[config.mk]
export PLATFORM = sky130hd
export DESIGN_NAME = leds_pwm_wb
export DESIGN_NICKNAME = d
export VERILOG_FILES = /design/src/rtl/leds_pwm_pkg.sv /design/src/rtl/leds_pwm_wb_channel.sv /design/src/rtl/leds_pwm_wb.sv
export SDC_FILE = /design/constraint.sdc
export NUM_CORES = 1
export LEC_CHECK = 0
export ABC_AREA = 1
export ABC_CLOCK_PERIOD_IN_PS = 2400
export CAP_MARGIN = 20
export CORE_ASPECT_RATIO = 0.5
export CORE_UTILIZATION = 45
export DETAILED_ROUTE_END_ITERATION = 7
export DONT_BUFFER_PORTS = 1
export MAX_ROUTING_LAYER = met4
export RECOVER_POWER = 50
export SETUP_SLACK_MARGIN = 0.1
export SYNTH_ARGS = -nofsm -noshare
export SYNTH_HDL_FRONTEND = slang
export SYNTH_SLANG_ARGS = --single-unit
[constraint.sdc]
create_clock -name clk -period 2.4 [get_ports clk]
set_input_delay 0.12 -clock clk [delete_from_list [all_inputs] [get_ports clk]]
set_output_delay 0.12 -clock clk [all_outputs]
set_load 0.03 [all_outputs]
[src/rtl/leds_pwm_pkg.sv]
// ---------------------------------------------------------------------------
// leds_pwm_pkg
// Shared definitions for the Wishbone PWM LED controller: register word
// addresses, CTRL bit positions, the register-select encoding and the
// address decoder used by the bus slave.
// ---------------------------------------------------------------------------
package leds_pwm_pkg;

   // Register word addresses
   localparam int unsigned ADDR_CTRL      = 32'd0;
   localparam int unsigned ADDR_MASK      = 32'd1;
   localparam int unsigned ADDR_BLINK     = 32'd2;
   localparam int unsigned ADDR_STATUS    = 32'd3;
   localparam int unsigned ADDR_DUTY_BASE = 32'd4;

   // CTRL register layout
   localparam int unsigned CTRL_ENABLE_BIT = 32'd0;
   localparam int unsigned CTRL_BLINK_BIT  = 32'd1;
   localparam int unsigned CTRL_WIDTH      = 32'd2;

   // Which register a bus address selects
   typedef enum logic [2:0] {
      SEL_NONE   = 3'd0,
      SEL_CTRL   = 3'd1,
      SEL_MASK   = 3'd2,
      SEL_BLINK  = 3'd3,
      SEL_STATUS = 3'd4,
      SEL_DUTY   = 3'd5
   } reg_sel_e;

   // Map a word address onto a register; DUTY slots past the last channel
   // and anything beyond the map decode as SEL_NONE.
   function automatic reg_sel_e decode_reg(input int unsigned addr,
                                           input int unsigned num_leds);
      reg_sel_e sel;
      if (addr == ADDR_CTRL) begin
         sel = SEL_CTRL;
      end else if (addr == ADDR_MASK) begin
         sel = SEL_MASK;
      end else if (addr == ADDR_BLINK) begin
         sel = SEL_BLINK;
      end else if (addr == ADDR_STATUS) begin
         sel = SEL_STATUS;
      end else if ((addr >= ADDR_DUTY_BASE) && (addr < (ADDR_DUTY_BASE + num_leds))) begin
         sel = SEL_DUTY;
      end else begin
         sel = SEL_NONE;
      end
      return sel;
   endfunction

endpackage

[src/rtl/leds_pwm_wb_channel.sv]
// ---------------------------------------------------------------------------
// led_pwm_channel
// One LED channel: compares the shared PWM counter against this channel's
// duty and gates the result with enable and blink phase. Output registered.
//
// Ports:
//   clk        system clock
//   reset      asynchronous active-low reset
//   duty       channel duty (all-ones = always on, zero = always off)
//   pwm_cnt    shared free-running PWM counter
//   enable     global enable AND per-LED mask bit
//   blink_gate blink phase, or 1 when blinking is disabled
//   led        registered LED drive
// ---------------------------------------------------------------------------
module led_pwm_channel #(
   parameter int unsigned PWM_WIDTH = 8
) (
   input  logic                 clk,
   input  logic                 reset,
   input  logic [PWM_WIDTH-1:0] duty,
   input  logic [PWM_WIDTH-1:0] pwm_cnt,
   input  logic                 enable,
   input  logic                 blink_gate,
   output logic                 led
);

   logic pwm_on_s;
   logic led_r;

   // Duty compare; the all-ones case is forced on so full duty has no gap
   always_comb begin
      pwm_on_s = 1'b0;
      if (duty == {PWM_WIDTH{1'b1}}) begin
         pwm_on_s = 1'b1;
      end else begin
         pwm_on_s = (pwm_cnt < duty);
      end
   end

   // LED output register
   always_ff @(posedge clk or negedge reset) begin
      if (!reset) begin
         led_r <= 1'b0;
      end else begin
         led_r <= enable & pwm_on_s & blink_gate;
      end
   end

   assign led = led_r;

endmodule

[src/rtl/leds_pwm_wb.sv]
// ---------------------------------------------------------------------------
// leds_pwm_wb
// Wishbone slave LED controller: NUM_LEDS PWM channels with per-channel
// duty, shared on/off mask, global enable and prescaled blink mode.
//
// Ports:
//   clk            system clock
//   reset          asynchronous active-low reset
//   led            registered LED drive, one bit per channel
//   wbs_address    word address
//   wbs_writedata  write data
//   wbs_readdata   registered read data, held until the next read
//   wbs_write      1 = write, 0 = read
//   wbs_cycle      bus cycle in progress
//   wbs_ack        one-cycle acknowledge, the cycle after acceptance
// ---------------------------------------------------------------------------
module leds_pwm_wb
   import leds_pwm_pkg::*;
#(
   parameter int unsigned NUM_LEDS   = 4,
   parameter int unsigned PWM_WIDTH  = 8,
   parameter int unsigned DATA_WIDTH = 16,
   parameter int unsigned ADDR_WIDTH = 4
) (
   input  logic                  clk,
   input  logic                  reset,
   output logic [NUM_LEDS-1:0]   led,
   input  logic [ADDR_WIDTH-1:0] wbs_address,
   input  logic [DATA_WIDTH-1:0] wbs_writedata,
   output logic [DATA_WIDTH-1:0] wbs_readdata,
   input  logic                  wbs_write,
   input  logic                  wbs_cycle,
   output logic                  wbs_ack
);

   localparam int unsigned IDX_W = (NUM_LEDS > 32'd1) ? $clog2(NUM_LEDS) : 32'd1;

   logic [CTRL_WIDTH-1:0] ctrl_r;
   logic [NUM_LEDS-1:0]   mask_r;
   logic [DATA_WIDTH-1:0] blink_r;
   logic [PWM_WIDTH-1:0]  duty_r [NUM_LEDS];
   logic [PWM_WIDTH-1:0]  pwm_cnt_r;
   logic [DATA_WIDTH-1:0] presc_r;
   logic                  blink_phase_r;
   logic                  ack_r;
   logic [DATA_WIDTH-1:0] readdata_r;

   logic                  accept_s;
   reg_sel_e              sel_s;
   logic [IDX_W-1:0]      duty_idx_s;
   logic [DATA_WIDTH-1:0] rdata_s;
   logic                  blink_gate_s;

   // A new access is taken only while no ack is outstanding, so back-to-back
   // cycles alternate accept/ack.
   assign accept_s   = wbs_cycle & ~ack_r;
   assign sel_s      = decode_reg(32'(wbs_address), NUM_LEDS);
   assign duty_idx_s = IDX_W'(wbs_address - ADDR_WIDTH'(ADDR_DUTY_BASE));

   // Read data mux; unmapped addresses read as zero
   always_comb begin
      rdata_s = {DATA_WIDTH{1'b0}};
      case (sel_s)
         SEL_CTRL:   rdata_s[CTRL_WIDTH-1:0] = ctrl_r;
         SEL_MASK:   rdata_s[NUM_LEDS-1:0]   = mask_r;
         SEL_BLINK:  rdata_s                 = blink_r;
         SEL_STATUS: begin
            rdata_s[0]           = blink_phase_r;
            rdata_s[PWM_WIDTH:1] = pwm_cnt_r;
         end
         SEL_DUTY:   rdata_s[PWM_WIDTH-1:0]  = duty_r[duty_idx_s];
         default:    rdata_s                 = {DATA_WIDTH{1'b0}};
      endcase
   end

   // Bus acknowledge and read data capture
   always_ff @(posedge clk or negedge reset) begin
      if (!reset) begin
         ack_r      <= 1'b0;
         readdata_r <= {DATA_WIDTH{1'b0}};
      end else begin
         ack_r <= accept_s;
         if (accept_s && !wbs_write) begin
            readdata_r <= rdata_s;
         end
      end
   end

   // Writable register file; STATUS and unmapped writes fall to default
   always_ff @(posedge clk or negedge reset) begin
      if (!reset) begin
         ctrl_r  <= {CTRL_WIDTH{1'b0}};
         mask_r  <= {NUM_LEDS{1'b0}};
         blink_r <= {DATA_WIDTH{1'b0}};
         for (int i = 0; i < int'(NUM_LEDS); i++) begin
            duty_r[i] <= {PWM_WIDTH{1'b0}};
         end
      end else if (accept_s && wbs_write) begin
         case (sel_s)
            SEL_CTRL:  ctrl_r               <= wbs_writedata[CTRL_WIDTH-1:0];
            SEL_MASK:  mask_r               <= wbs_writedata[NUM_LEDS-1:0];
            SEL_BLINK: blink_r              <= wbs_writedata;
            SEL_DUTY:  duty_r[duty_idx_s]   <= wbs_writedata[PWM_WIDTH-1:0];
            default:   ctrl_r               <= ctrl_r;
         endcase
      end
   end

   // Free-running PWM counter, wraps naturally
   always_ff @(posedge clk or negedge reset) begin
      if (!reset) begin
         pwm_cnt_r <= {PWM_WIDTH{1'b0}};
      end else begin
         pwm_cnt_r <= pwm_cnt_r + {{(PWM_WIDTH-1){1'b0}}, 1'b1};
      end
   end

   // Blink prescaler: reload BLINK and toggle phase when the count hits zero.
   // A new BLINK value only takes effect at the next reload.
   always_ff @(posedge clk or negedge reset) begin
      if (!reset) begin
         presc_r       <= {DATA_WIDTH{1'b0}};
         blink_phase_r <= 1'b1;
      end else if (blink_r == {DATA_WIDTH{1'b0}}) begin
         presc_r       <= {DATA_WIDTH{1'b0}};
         blink_phase_r <= 1'b1;
      end else if (presc_r == {DATA_WIDTH{1'b0}}) begin
         presc_r       <= blink_r;
         blink_phase_r <= ~blink_phase_r;
      end else begin
         presc_r       <= presc_r - {{(DATA_WIDTH-1){1'b0}}, 1'b1};
      end
   end

   // With blink mode off the phase must not gate the LEDs
   assign blink_gate_s = blink_phase_r | ~ctrl_r[CTRL_BLINK_BIT];

   genvar g;
   generate
      for (g = 0; g < int'(NUM_LEDS); g++) begin : g_chan
         led_pwm_channel #(
            .PWM_WIDTH (PWM_WIDTH)
         ) u_chan (
            .clk        (clk),
            .reset      (reset),
            .duty       (duty_r[g]),
            .pwm_cnt    (pwm_cnt_r),
            .enable     (ctrl_r[CTRL_ENABLE_BIT] & mask_r[g]),
            .blink_gate (blink_gate_s),
            .led        (led[g])
         );
      end
   endgenerate

   assign wbs_ack      = ack_r;
   assign wbs_readdata = readdata_r;

endmodule

Yosys cells after proc, flatten, opt, wreduce, memory -nomap -nowiden. Cells that the tools add are included. Widths: inputs -> output; s select.

Reduce and logical (&&, ||, !) cells: 13. Bitwise operators: 18. Eq/ne operators: 12. Mux-type cells: 24. Order comparisons: 8. Add/sub/neg operators: 3.

Operators with widths (count): $bwmux 32 (1); $eq 8x8->1 const B (4); $logic_not 16->1 (2); $lt 8x8->1 (4); $mux 16 (2); $mux 8 (3); $bmux 8 s2 (1); $demux 8 s2 (1); $sub 16x1->16 const B (1); $mux 3 (5); $and 1x1->1 (13); $pmux 4 s3 (1); $pmux 2 s5 (1); $add 8x1->8 const B (1); $eq 4x2->1 const B (2); $pmux 2 s4 (1); $reduce_and 2->1 (4); $mux 7 (1); $eq 3x2->1 const B (2); $eq 3x3->1 const B (2); $mux 1 (6); $eq 4x1->1 const B (1); $ge 4x3->1 const B (1); $logic_and 1x1->1 (4); 12 further kinds (14).

Register bits after elaboration: 100. Bits of input ports: 24. Output and inout port bits: 21.

Logic depth before layout (Yosys ltp). Gate-level depths: netlist (run 1).

Depth in word-level cells: 9. Gate-level depth with buffers: 10. Depth with buffers taken out: 10.

Cells and area by module. From an unflattened synthesis (run 1), not the netlist that was laid out.

Cell total of the unflattened synthesis: 771. Area total of the unflattened synthesis: 5746.8 um^2.

Modules (own cells, without submodules): leds_pwm_wb (instances 1, area each 4755.8 um^2, cells an instance 619); led_pwm_channel (instances 4, area each 247.7 um^2, cells an instance 38).

Worst setup path after synthesis (run 1). No wires, ideal clock.

Path kind: flip-flop to flip-flop. Start point: register ack_r (netlist: wbs_ack). End point: register duty_r[21] (netlist name). Required time: 2.279 ns. Library setup time: 0.121 ns. Cell stages (with the launch flop): 8. Arrival: 1.391 ns. Slack: 0.889 ns. Path buffers: 1. Period minus slack after synthesis: 1.511 ns. Cells stage by stage: dfrtp_1 -> nor2_2 -> nand2_2 -> nor3_4 -> nand2_2 -> buf_6 -> nand2_1 -> o21ai_2.

Word-level cells in the longest chain between the ends: 4.

RTL lines: from (decl) (line leds_pwm_wb.sv:45) `logic ack_r;`; from (signal assigned) (line leds_pwm_wb.sv:82) `ack_r <= accept_s;`; $not 1->1 (line leds_pwm_wb.sv:56) `assign accept_s = wbs_cycle & ~ack_r;`; $and 1x1->1 (line leds_pwm_wb.sv:56); named net accept_s (line leds_pwm_wb.sv:48) `logic accept_s;`; $logic_and 1x1->1 (line leds_pwm_wb.sv:98) `end else if (accept_s && wbs_write) begin`; $reduce_and 2->1 (no source line); to (signal, indexed assignment) (line leds_pwm_wb.sv:96) `duty_r[i] <= {PWM_WIDTH{1'b0}};`; to (signal, indexed assignment) (line leds_pwm_wb.sv:103) `SEL_DUTY: duty_r[duty_idx_s] <= wbs_writedata[PWM_WIDTH-1:0];`; to (decl) (line leds_pwm_wb.sv:41) `logic [PWM_WIDTH-1:0] duty_r [NUM_LEDS];`.

The timed path passes the listed nets, and every way through them passes these cells. A chain may end at the register's enable or synchronous reset.

Worst setup path in the final report (run 1).
Start point: register ack_r (netlist: wbs_ack). End point: register ctrl_r[1].

Word-level cells in the longest chain between the ends: 4.

RTL lines: $not 1->1 (line leds_pwm_wb.sv:56); $and 1x1->1 (line leds_pwm_wb.sv:56); named net accept_s (line leds_pwm_wb.sv:48); $logic_and 1x1->1 (line leds_pwm_wb.sv:98); $reduce_and 2->1 (no source line); to (signal assigned) (line leds_pwm_wb.sv:92) `ctrl_r <= {CTRL_WIDTH{1'b0}};`; to (signal assigned) (line leds_pwm_wb.sv:100) `SEL_CTRL: ctrl_r <= wbs_writedata[CTRL_WIDTH-1:0];`; to (signal assigned) (line leds_pwm_wb.sv:104) `default: ctrl_r <= ctrl_r;`; to (decl) (line leds_pwm_wb.sv:38) `logic [CTRL_WIDTH-1:0] ctrl_r;`.

The timed path passes the listed nets, and every way through them passes these cells.

==> flow_metrics.tcl, run 1 <==
set metrics [dict create \
    synth_edf_count 0 \
    synth_area_leader_cell "dfrtp_1" \
    antenna_found_initial 0 \
    ctsHtreeMaxLevel 3 \
    grt_pass1_vias 4529 \
    synthCells 724 \
    combPwrFrac 0.190 \
    cp.arrival_ps 2320 \
    antenna_left 0 \
    core_mm2 0.0120 \
    rsz0062_at_grt "false" \
    critPathCaptureType "flop" \
    gp_routability_congestion 0.887 \
    ys_types 30 \
    ios 45 \
    dpl.hpwl_mm 10.6 \
    clk_pin_slew_worst_paths_ps 80 \
    swShare 0.336 \
    yosysWarnings 0 \
    cp.required_ps 2670 \
    synth_area_mm2 0.00560 \
    ys_ff_latch 100 \
    crit_fanout 4 \
    via_per_inst 5.06 \
    r2r_end "ctrl_r[1]" \
    cts_tree "yes" \
    grt_overflow 0 \
    syn_nets 779 \
    drtIter0Drc 397 \
    yosysMostFrequentCell "nand2_1" \
    p_per_area_mw_per_mm2 737 \
    leakagePower_nw 3.04 \
    grt_max_degree 101 \
    r2r_slack_ps 340 \
    p_switching_mw 1.51 \
    port_buffers 0 \
    cts_root_buf "clkbuf_16" \
    drc 0 \
    pre_cts_slack_ps 595 \
    fin_hold_ws_ps -539 \
    clock_sinks 100 \
    status "finished, violations left" \
    post_cts.repair.setup_buffers 0 \
    rows 28 \
    seq_power_share 0.490 \
    fmax_mhz 486 \
    synth_top_area_share 0.442 \
    min_period_ps 2060 \
    violations "hold timing" \
    ys.flop_type "dfrtp_1" \
    hold_class "input pin to async pin" \
    netlist_top_cells_area "dfrtp_1 (44%), nand2_1 (15%), ha_1 (6.9%), inv_1 (6.8%), o21ai_0 (4.9%)" \
    async_flop_share 1.00 \
    maxCapViolations 0 \
    worstSetupPathType "flop to flop" \
    cts.hold.buffers_added 13 \
    fin_nets 787 \
    synthToLayoutAreaGrowth_pct 8.82 \
    synthTopCellsByCount "nand2_1 (217), inv_1 (101), dfrtp_1 (99), nor2_1 (58), o21ai_0 (55)" \
    antenna_cells 0 \
    start_util 0.468 \
    slew_headroom 0.418 \
    skew_ps 9.31 \
    grt_pass1_wl_mm 23.9 \
    setup_viol 0 \
    die-height_um 80.9 \
    intPower_mw 2.98 \
    vias 4566 \
    clkPwrFrac 0.320 \
    ys_seq_area_frac 0.447 \
    routedWlPerCell_um 15.9 \
    drt-total-wl_mm 14.4 \
    dieArea_mm2 0.0129 \
    cp-start-kind "flop" \
    period_share 0.857 \
    drive_gt1_frac 0.0638 \
    gr-usage-all-layers 0.249 \
    tns_ps 0 \
    worstSkewPairLatency_ps 350 \
    fp.dieW_um 160 \
    cts_buffers 9 \
    syn-mean-instance-area_um2 7.74 \
    post_cts_resized 0 \
    reg2regPathDepth 6 \
    layout_setup_ws_ps 343 \
    drv_slew 0 \
    ir_drop_v 0.000380 \
    cts_buffer_depth 2 \
    r2r-start "wbs_ack" \
    first_pass_iters 5 \
    tightestPinTransition_ps 870 \
    hold_violations 100 \
]
-- stage by stage --
step,hold slack (ps),util,instance area (µm²),cells,total power [mW]
finish,-539,0.509,6100,902,4.49
global route,-559,0.509,6100,902,4.75
CTS,-549,0.509,6100,902,4.52
detailed placement,-171,0.474,5680,873,3.07
global placement,-172,0.474,5680,873,3.05
floorplan,-176,-,5600,724,2.83
-- state kept, by name, indices dropped and copies added, names as in the netlist --
register	cells
blink_phase_r	1
wbs_readdata	16
pwm_cnt_r	8
g_chan.u_chan.led	4
duty_r	32
wbs_ack	1
mask_r	4
blink_r	16
presc_r	16
ctrl_r	2
-- power by group through the flow --
| stage | Combinational [mW] | Clock [mW] | Sequential [mW] |
|---|---|---|---|
| floorplan | 0.683 | 0 | 2.14 |
| global placement | 0.820 | 0 | 2.23 |
| detailed placement | 0.835 | 0 | 2.23 |
| CTS | 0.858 | 1.46 | 2.20 |
| global route | 1.00 | 1.52 | 2.23 |
| finish | 0.853 | 1.44 | 2.20 |
-- critical path, cell delays in order (launching register included) --
cell and delay (ps):
dfrtp_1 500, nor2_1 210, nand2_2 130, nor4_1 420, nand2_1 90, dlygate4sd3_1 560, o21ai_0 70
-- how the worst max path moves through the flow --
stage	from	endpoint	slack [ps]	depth (start not counted)
final	wbs_ack	ctrl_r[1]	340	6
after global routing	wbs_ack	ctrl_r[1]	240	6
after CTS	wbs_ack	ctrl_r[1]	360	6
after detailed placement	presc_r[0]	presc_r[13]	590	9
after global placement	presc_r[0]	presc_r[13]	690	9
after floorplan	wbs_ack	duty_r[21]	890	7
-- area by class of cell --
type                    count  area, µm²
flip-flops and latches    100       2500
repair buffers             14        138
multi-input cells         503       2570
inverters                 104        390
clock inverters             6       56.3
fillers                  1221       5890
well taps                 165        206
clock buffers              10        229
-- metal layers --
| metal | vias up | routed length (µm) | GRT usage |
|---|---|---|---|
| met5 | - | 0 | - |
| met4 | 0 | 188 | 0.0600 |
| met3 | 16 | 782 | 0.0490 |
| met2 | 116 | 6550 | 0.408 |
| met1 | 2126 | 6850 | 0.322 |
| li1 | 2308 | - | - |
-- cell usage in the layout (no fill, tap or decap), types with 2 or more instances in the layout --
| cell | count |
|---|---|
| o21ai_2 | 14 |
| nand2_1 | 217 |
| clkinv_4 | 2 |
| inv_2 | 3 |
| nand2_4 | 2 |
| clkbuf_16 | 9 |
| dfrtp_1 | 99 |
| nand2_2 | 7 |
| inv_8 | 2 |
| o21a_1 | 4 |
| o21ai_0 | 55 |
| ha_1 | 31 |
| dlygate4sd3_1 | 13 |
| nor3_1 | 7 |
| nand3_1 | 23 |
| nor4_1 | 5 |
| o21ai_1 | 18 |
| xor2_1 | 8 |
| nand4_1 | 9 |
| xnor2_1 | 3 |
| nor2_2 | 2 |
| a21oi_1 | 34 |
| nor2_1 | 59 |
| inv_1 | 101 |
-- kinds of logic (layout without fill, tap and decap cells) --
logic type / after synthesis / count (layout) / share of synthesized area
xor gates and xnor gates: 11 / 11 / 0.0172
buffers and inverters: 121 / 134 / 0.0934
and+or+nand+nor: 335 / 335 / 0.249
AOI/OAI and AO/OA: 126 / 126 / 0.124
adders and majority gates: 31 / 31 / 0.0692
DFF: 100 / 100 / 0.447
No activity file was read; power rests on OpenSTA's default activity.
==> inputs of run 2 (changes only) <==
--- a/config.mk
+++ b/config.mk
@@ -5,7 +5,6 @@
 export SDC_FILE = /design/constraint.sdc
 export NUM_CORES = 1
 export LEC_CHECK = 0
-export ABC_AREA = 1
 export ABC_CLOCK_PERIOD_IN_PS = 2400
 export CAP_MARGIN = 20
 export CORE_ASPECT_RATIO = 0.5
==> flow_metrics.tcl, run 2 <==
set metrics [dict create \
    layout_commonest_cell "dfrtp_1" \
    slowest_stage "dfrtp_1" \
    synth_edf_count 0 \
    largest_reg_flops 32 \
    violations "hold timing" \
    clk_pin_slew_worst_paths_ps 80 \
    crit_fanout 8 \
    layout_setup_ws_ps 438 \
    antenna_found_initial 0 \
    startpoint "wbs_ack" \
    cts.hold.buffers_added 19 \
    cts_buffer_depth 2 \
    yosysMostFrequentCell "dfrtp_1" \
    cp_cell_sequence "nor2b_4 > nand4b_2 > or3_1 > mux2_2" \
    clock_sinks 100 \
    grt_overflow 0 \
    drc 0 \
    worstSkewPairLatency_ps 360 \
    vias 3857 \
    hold_violations 101 \
    period_share 0.817 \
    grt_pass1_wl_mm 20.9 \
    synthCells 502 \
    syn_nets 557 \
    synthToLayoutAreaGrowth_pct 11.9 \
    syn-mean-instance-area_um2 10.9 \
    nFillCells 1064 \
    ir_drop_v 0.000408 \
    ios 45 \
    post_cts_resized 0 \
    netlist_top_cells_area "dfrtp_1 (45%), mux2_2 (11%), ha_1 (7.1%), nand2_1 (2.8%), inv_1 (2.7%)" \
    antenna_left 0 \
    finalPower_mw 4.98 \
    start_util 0.463 \
    worstSetupPathType "flop to flop" \
    slew_headroom 0.621 \
    cts_root_buf "clkbuf_16" \
    ys_types 59 \
    via_per_inst 5.61 \
    layout_common_cells "dfrtp_1 (99), mux2_2 (55), nand2_1 (41)" \
    critPathCaptureType "flop" \
    skew_ps 10.8 \
    maxCapViolations 0 \
    final_core_util 0.517 \
    r2r-start "wbs_ack" \
    gr-usage-all-layers 0.230 \
    drv_slew 0 \
    critical-path-max-stage-delay_ps 520 \
    hold_class "input pin to async pin" \
    setup_viol 0 \
    ff_latch_area_mm2 0.00250 \
    cts_tree "yes" \
    core_mm2 0.0118 \
    critPathTopFamily "simple AND/OR/NAND/NOR gates" \
    rows 28 \
    ys.flop_type "dfrtp_1" \
    largest_register "duty_r" \
    grt_max_degree 101 \
    fmax_mhz 510 \
    async_flop_share 1.00 \
    fin_hold_ws_ps -552 \
    cp-start-kind "flop" \
    rsz0062_at_grt "false" \
    ys_ff_latch 100 \
    synth_top_area_share 0.452 \
    min_period_ps 1960 \
    fp.dieW_um 158 \
    status "finished, violations left" \
    drive_gt1_frac 0.193 \
    antenna_cells 0 \
    cp.arrival_ps 2190 \
    first_pass_iters 4 \
    yosysWarnings 0 \
    p_per_area_mw_per_mm2 813 \
    multi_input_area_mm2 0.00270 \
    dieArea_mm2 0.0126 \
    synthTopCellsByCount "dfrtp_1 (99), mux2_2 (55), nand2_1 (41), inv_1 (40), ha_1 (31)" \
    fin_nets 572 \
    ctsHtreeMaxLevel 3 \
    synth_area_leader_cell "dfrtp_1" \
    cp.required_ps 2630 \
    post_cts.repair.setup_buffers 0 \
    routedWlPerCell_um 19.5 \
    gp_routability_congestion 0.860 \
    drtIter0Drc 260 \
    tns_ps 0 \
    ys_seq_area_frac 0.457 \
    tightestPinTransition_ps 564 \
    crit_buf_inv 0 \
    drt-total-wl_mm 13.4 \
    die-height_um 80.0 \
    dpl.hpwl_mm 9.37 \
    leakagePower_nw 2.68 \
    pre_cts_slack_ps 458 \
    port_buffers 0 \
    cts_buffers 9 \
    grt_pass1_vias 3781 \
    synth_area_mm2 0.00548 \
]
## run 2: cell count changes in the layout (fill, tap and decap cells not counted), moves of 7 or more
cell,change
nand2_1,-176
inv_1,-61
mux2_2,+55
nor2_1,-41
o21ai_0,-30
o21ai_1,-18
nand3_1,-17
o21ai_2,-14
mux2i_1,+13
a21oi_1,-10
nand2b_1,+8
a22o_1,+7
buf_4,+7
## run 2: area by class of cell
class / count / area share
Clock inverter: 7 / 0.0149
Clock buffer: 9 / 0.0368
Multi-Input combinational cell: 339 / 0.441
Inverter: 40 / 0.0245
Sequential cell: 100 / 0.409
Timing Repair Buffer: 27 / 0.0408
Tap cell: 165 / 0.0337
## run 2: kinds of logic (layout without fill, tap and decap cells)
| group | after synthesis | count (layout) | synth area share |
|---|---|---|---|
| AOI/OAI and AO/OA | 96 | 96 | 0.115 |
| muxes | 71 | 71 | 0.149 |
| buffers and inverters | 63 | 83 | 0.0500 |
| and+or+nand+nor | 124 | 124 | 0.131 |
| adders and majority gates | 31 | 31 | 0.0708 |
| DFF | 100 | 100 | 0.457 |
| xor gates and xnor gates | 17 | 17 | 0.0272 |
## run 2: power breakdown
part | internal, mW | total (mW) | switching, mW
Sequential | 1.99 | 2.37 | 0.384
Clock | 0.836 | 1.55 | 0.710
Combinational | 0.565 | 1.07 | 0.501
Total | 3.39 | 4.98 | 1.60
## run 2: path summary, 6_finish.rpt
path / slack (ps) / cells after the start / to
max: 440 / 4 / duty_r[27]
min: -550 / 0 / blink_r[12]
max reg2reg: 440 / 4 / duty_r[27]
min reg2reg: 520 / 1 / duty_r[28]
max in group asynchronous: 2730 / 0 / blink_phase_r
min in group clk: 0 / 3 / wbs_readdata[3]
## run 2: per-layer routing
layer	up-vias	global-route usage	wire length, µm
met2	81	0.367	6200
met4	0	0.0558	118
met3	10	0.0445	680
li1	1840	-	-
met5	-	-	0
met1	1926	0.303	6370
## run 2: stage by stage
stage          area [µm²]  cells
6_report             6130    687
2_1_floorplan        5480    502
4_1_cts              6130    687
3_5_place_dp         5620    652
3_3_place_gp         5620    652
5_1_grt              6130    687
==> inputs of run 3 (changes only) <==
--- a/config.mk
+++ b/config.mk
@@ -5,7 +5,7 @@
 export SDC_FILE = /design/constraint.sdc
 export NUM_CORES = 1
 export LEC_CHECK = 0
-export ABC_CLOCK_PERIOD_IN_PS = 2400
+export ABC_CLOCK_PERIOD_IN_PS = 1960
 export CAP_MARGIN = 20
 export CORE_ASPECT_RATIO = 0.5
 export CORE_UTILIZATION = 45
==> constraint.sdc (replaced) <==
create_clock -name clk -period 1.96 [get_ports clk]
set_input_delay 0.098 -clock clk [delete_from_list [all_inputs] [get_ports clk]]
set_output_delay 0.098 -clock clk [all_outputs]
set_load 0.03 [all_outputs]
==> flow_metrics.tcl, run 3 (synthesis results as in run 2) <==
set metrics [dict create \
    tightestPinTransition_ps 569 \
    crit_fanout 8 \
    dieArea_mm2 0.0126 \
    cts_root_buf "clkbuf_16" \
    p_switching_mw 1.91 \
    cp.arrival_ps 1970 \
    layout_commonest_cell "dfrtp_1" \
    cts.hold.buffers_added 19 \
    drtIter0Drc 210 \
    place_area_mm2 0.00567 \
    largest_register "duty_r" \
    gr-usage-all-layers 0.225 \
    worstSetupPathType "flop to flop" \
    critPathCaptureType "flop" \
    swShare 0.322 \
    maxCapViolations 0 \
    gp_routability_congestion 0.860 \
    worstSkewPairLatency_ps 340 \
    crit_buf_inv 0 \
    placed_cells 658 \
    cp.required_ps 2190 \
    ir_drop_v 0.000453 \
    ios 45 \
    drt-total-wl_mm 13.0 \
    fin_hold_ws_ps -559 \
    leakagePower_nw 2.70 \
    seq_power_share 0.492 \
    fin_nets 578 \
    slowest_stage "or3_1" \
    rows 28 \
    hold_class "input pin to async pin" \
    core_mm2 0.0118 \
    start_util 0.463 \
    cts_buffer_depth 2 \
    drv_slew 0 \
    cp_cell_sequence "nor2b_4 > nand4b_2 > or3_1 > mux2_2" \
    cts_tree "yes" \
    post_cts.repair.setup_buffers 0 \
    clock_sinks 100 \
    p_per_area_mw_per_mm2 967 \
    critPathTopFamily "simple AND/OR/NAND/NOR gates" \
    synthToLayoutAreaGrowth_pct 12.2 \
    first_pass_iters 4 \
    via_per_inst 5.61 \
    period_share 0.889 \
    port_buffers 0 \
    drive_gt1_frac 0.205 \
    clkPwrFrac 0.282 \
    layout_common_cells "dfrtp_1 (99), mux2_2 (55), nand2_1 (41)" \
    pre_cts_slack_ps 226 \
    slew_headroom 0.617 \
    status "finished, violations left" \
    antenna_left 0 \
    grt_pass1_wl_mm 20.7 \
    cp-start-kind "flop" \
    antenna_cells 0 \
    clk_pin_slew_worst_paths_ps 70 \
    vias 3889 \
    rsz0062_at_grt "false" \
    fin_cells 693 \
    fmax_mhz 574 \
    violations "hold timing" \
    combPwrFrac 0.226 \
    min_period_ps 1740 \
    ctsHtreeMaxLevel 3 \
    grt_overflow 0 \
    grt_pass1_vias 3837 \
    layout_setup_ws_ps 218 \
    drc 0 \
    cts_buffers 9 \
    hold_violations 101 \
    routedWlPerCell_um 18.8 \
    dpl.hpwl_mm 9.31 \
    critical-path-max-stage-delay_ps 530 \
    skew_ps 8.52 \
    antenna_found_initial 0 \
    tns_ps 0 \
    intPower_mw 4.03 \
    fp.dieW_um 158 \
    die-height_um 80.0 \
    largest_reg_flops 32 \
    setup_viol 0 \
    grt_max_degree 101 \
    fin_area_mm2 0.00615 \
]
-- run 3: stage by stage --
stage          power [mW]   util  hold slack [ps]
6_report             5.94  0.519             -559
5_1_grt              6.29  0.519             -576
4_1_cts              5.94  0.518             -567
3_5_place_dp         4.21  0.478             -197
3_3_place_gp         4.18  0.478             -196
2_1_floorplan        3.86      -             -198
-- run 3: path summary, 6_finish.rpt --
path                                start  depth (start not counted)  slack (ps)              end
max in group asynchronous           reset                          0        2280    blink_phase_r
hold reg to reg                   wbs_ack                          1         500          wbs_ack
setup reg to reg                  wbs_ack                          4         220       duty_r[28]
hold / removal                      reset                          0        -560      blink_r[12]
setup / recovery                  wbs_ack                          4         220       duty_r[28]
min in group clk           wbs_address[2]                          3           0  wbs_readdata[3]
-- run 3: final cells by class --
cell class	instances	area, µm²
Clock inverter	7	51.3
Sequential cell	100	2500
Tap cell	165	206
Fill cell	1057	5700
Timing Repair Buffer	33	295
Multi-Input combinational cell	339	2710
Inverter	40	150
Clock buffer	9	225
-- run 3: power by group through the flow --
stage	Clock [mW]	Combinational, mW	Sequential (mW)
2_1_floorplan	0	1.06	2.80
3_3_place_gp	0	1.25	2.93
3_5_place_dp	0	1.27	2.94
4_1_cts	1.71	1.33	2.91
5_1_grt	1.80	1.51	2.98
6_report	1.68	1.34	2.92
-- run 3: worst reg2reg max path, stage by stage, from the launching register on --
cell,delay [ps]
dfrtp_1,410
nor2b_4,160
nand4b_2,200
or3_1,530
mux2_2,330
-- run 3: timing repair --
item                                    in CTS  in global routing
endpoints found under the setup margin       0                  2
gates resized for setup                      0                  3
hold endpoints to repair                   160                100
-- run 3: metal layers --
metal  global-route usage  vias to the layer above  part of all wire  routed length (µm)
li1                     -                     1857                 -                   -
met1                0.304                     1934              0.48                6260
met5                    -                        -                 0                   0
met3               0.0483                       10             0.055                 714
met2                0.349                       88              0.46                5950
met4               0.0442                        0            0.0081                 106
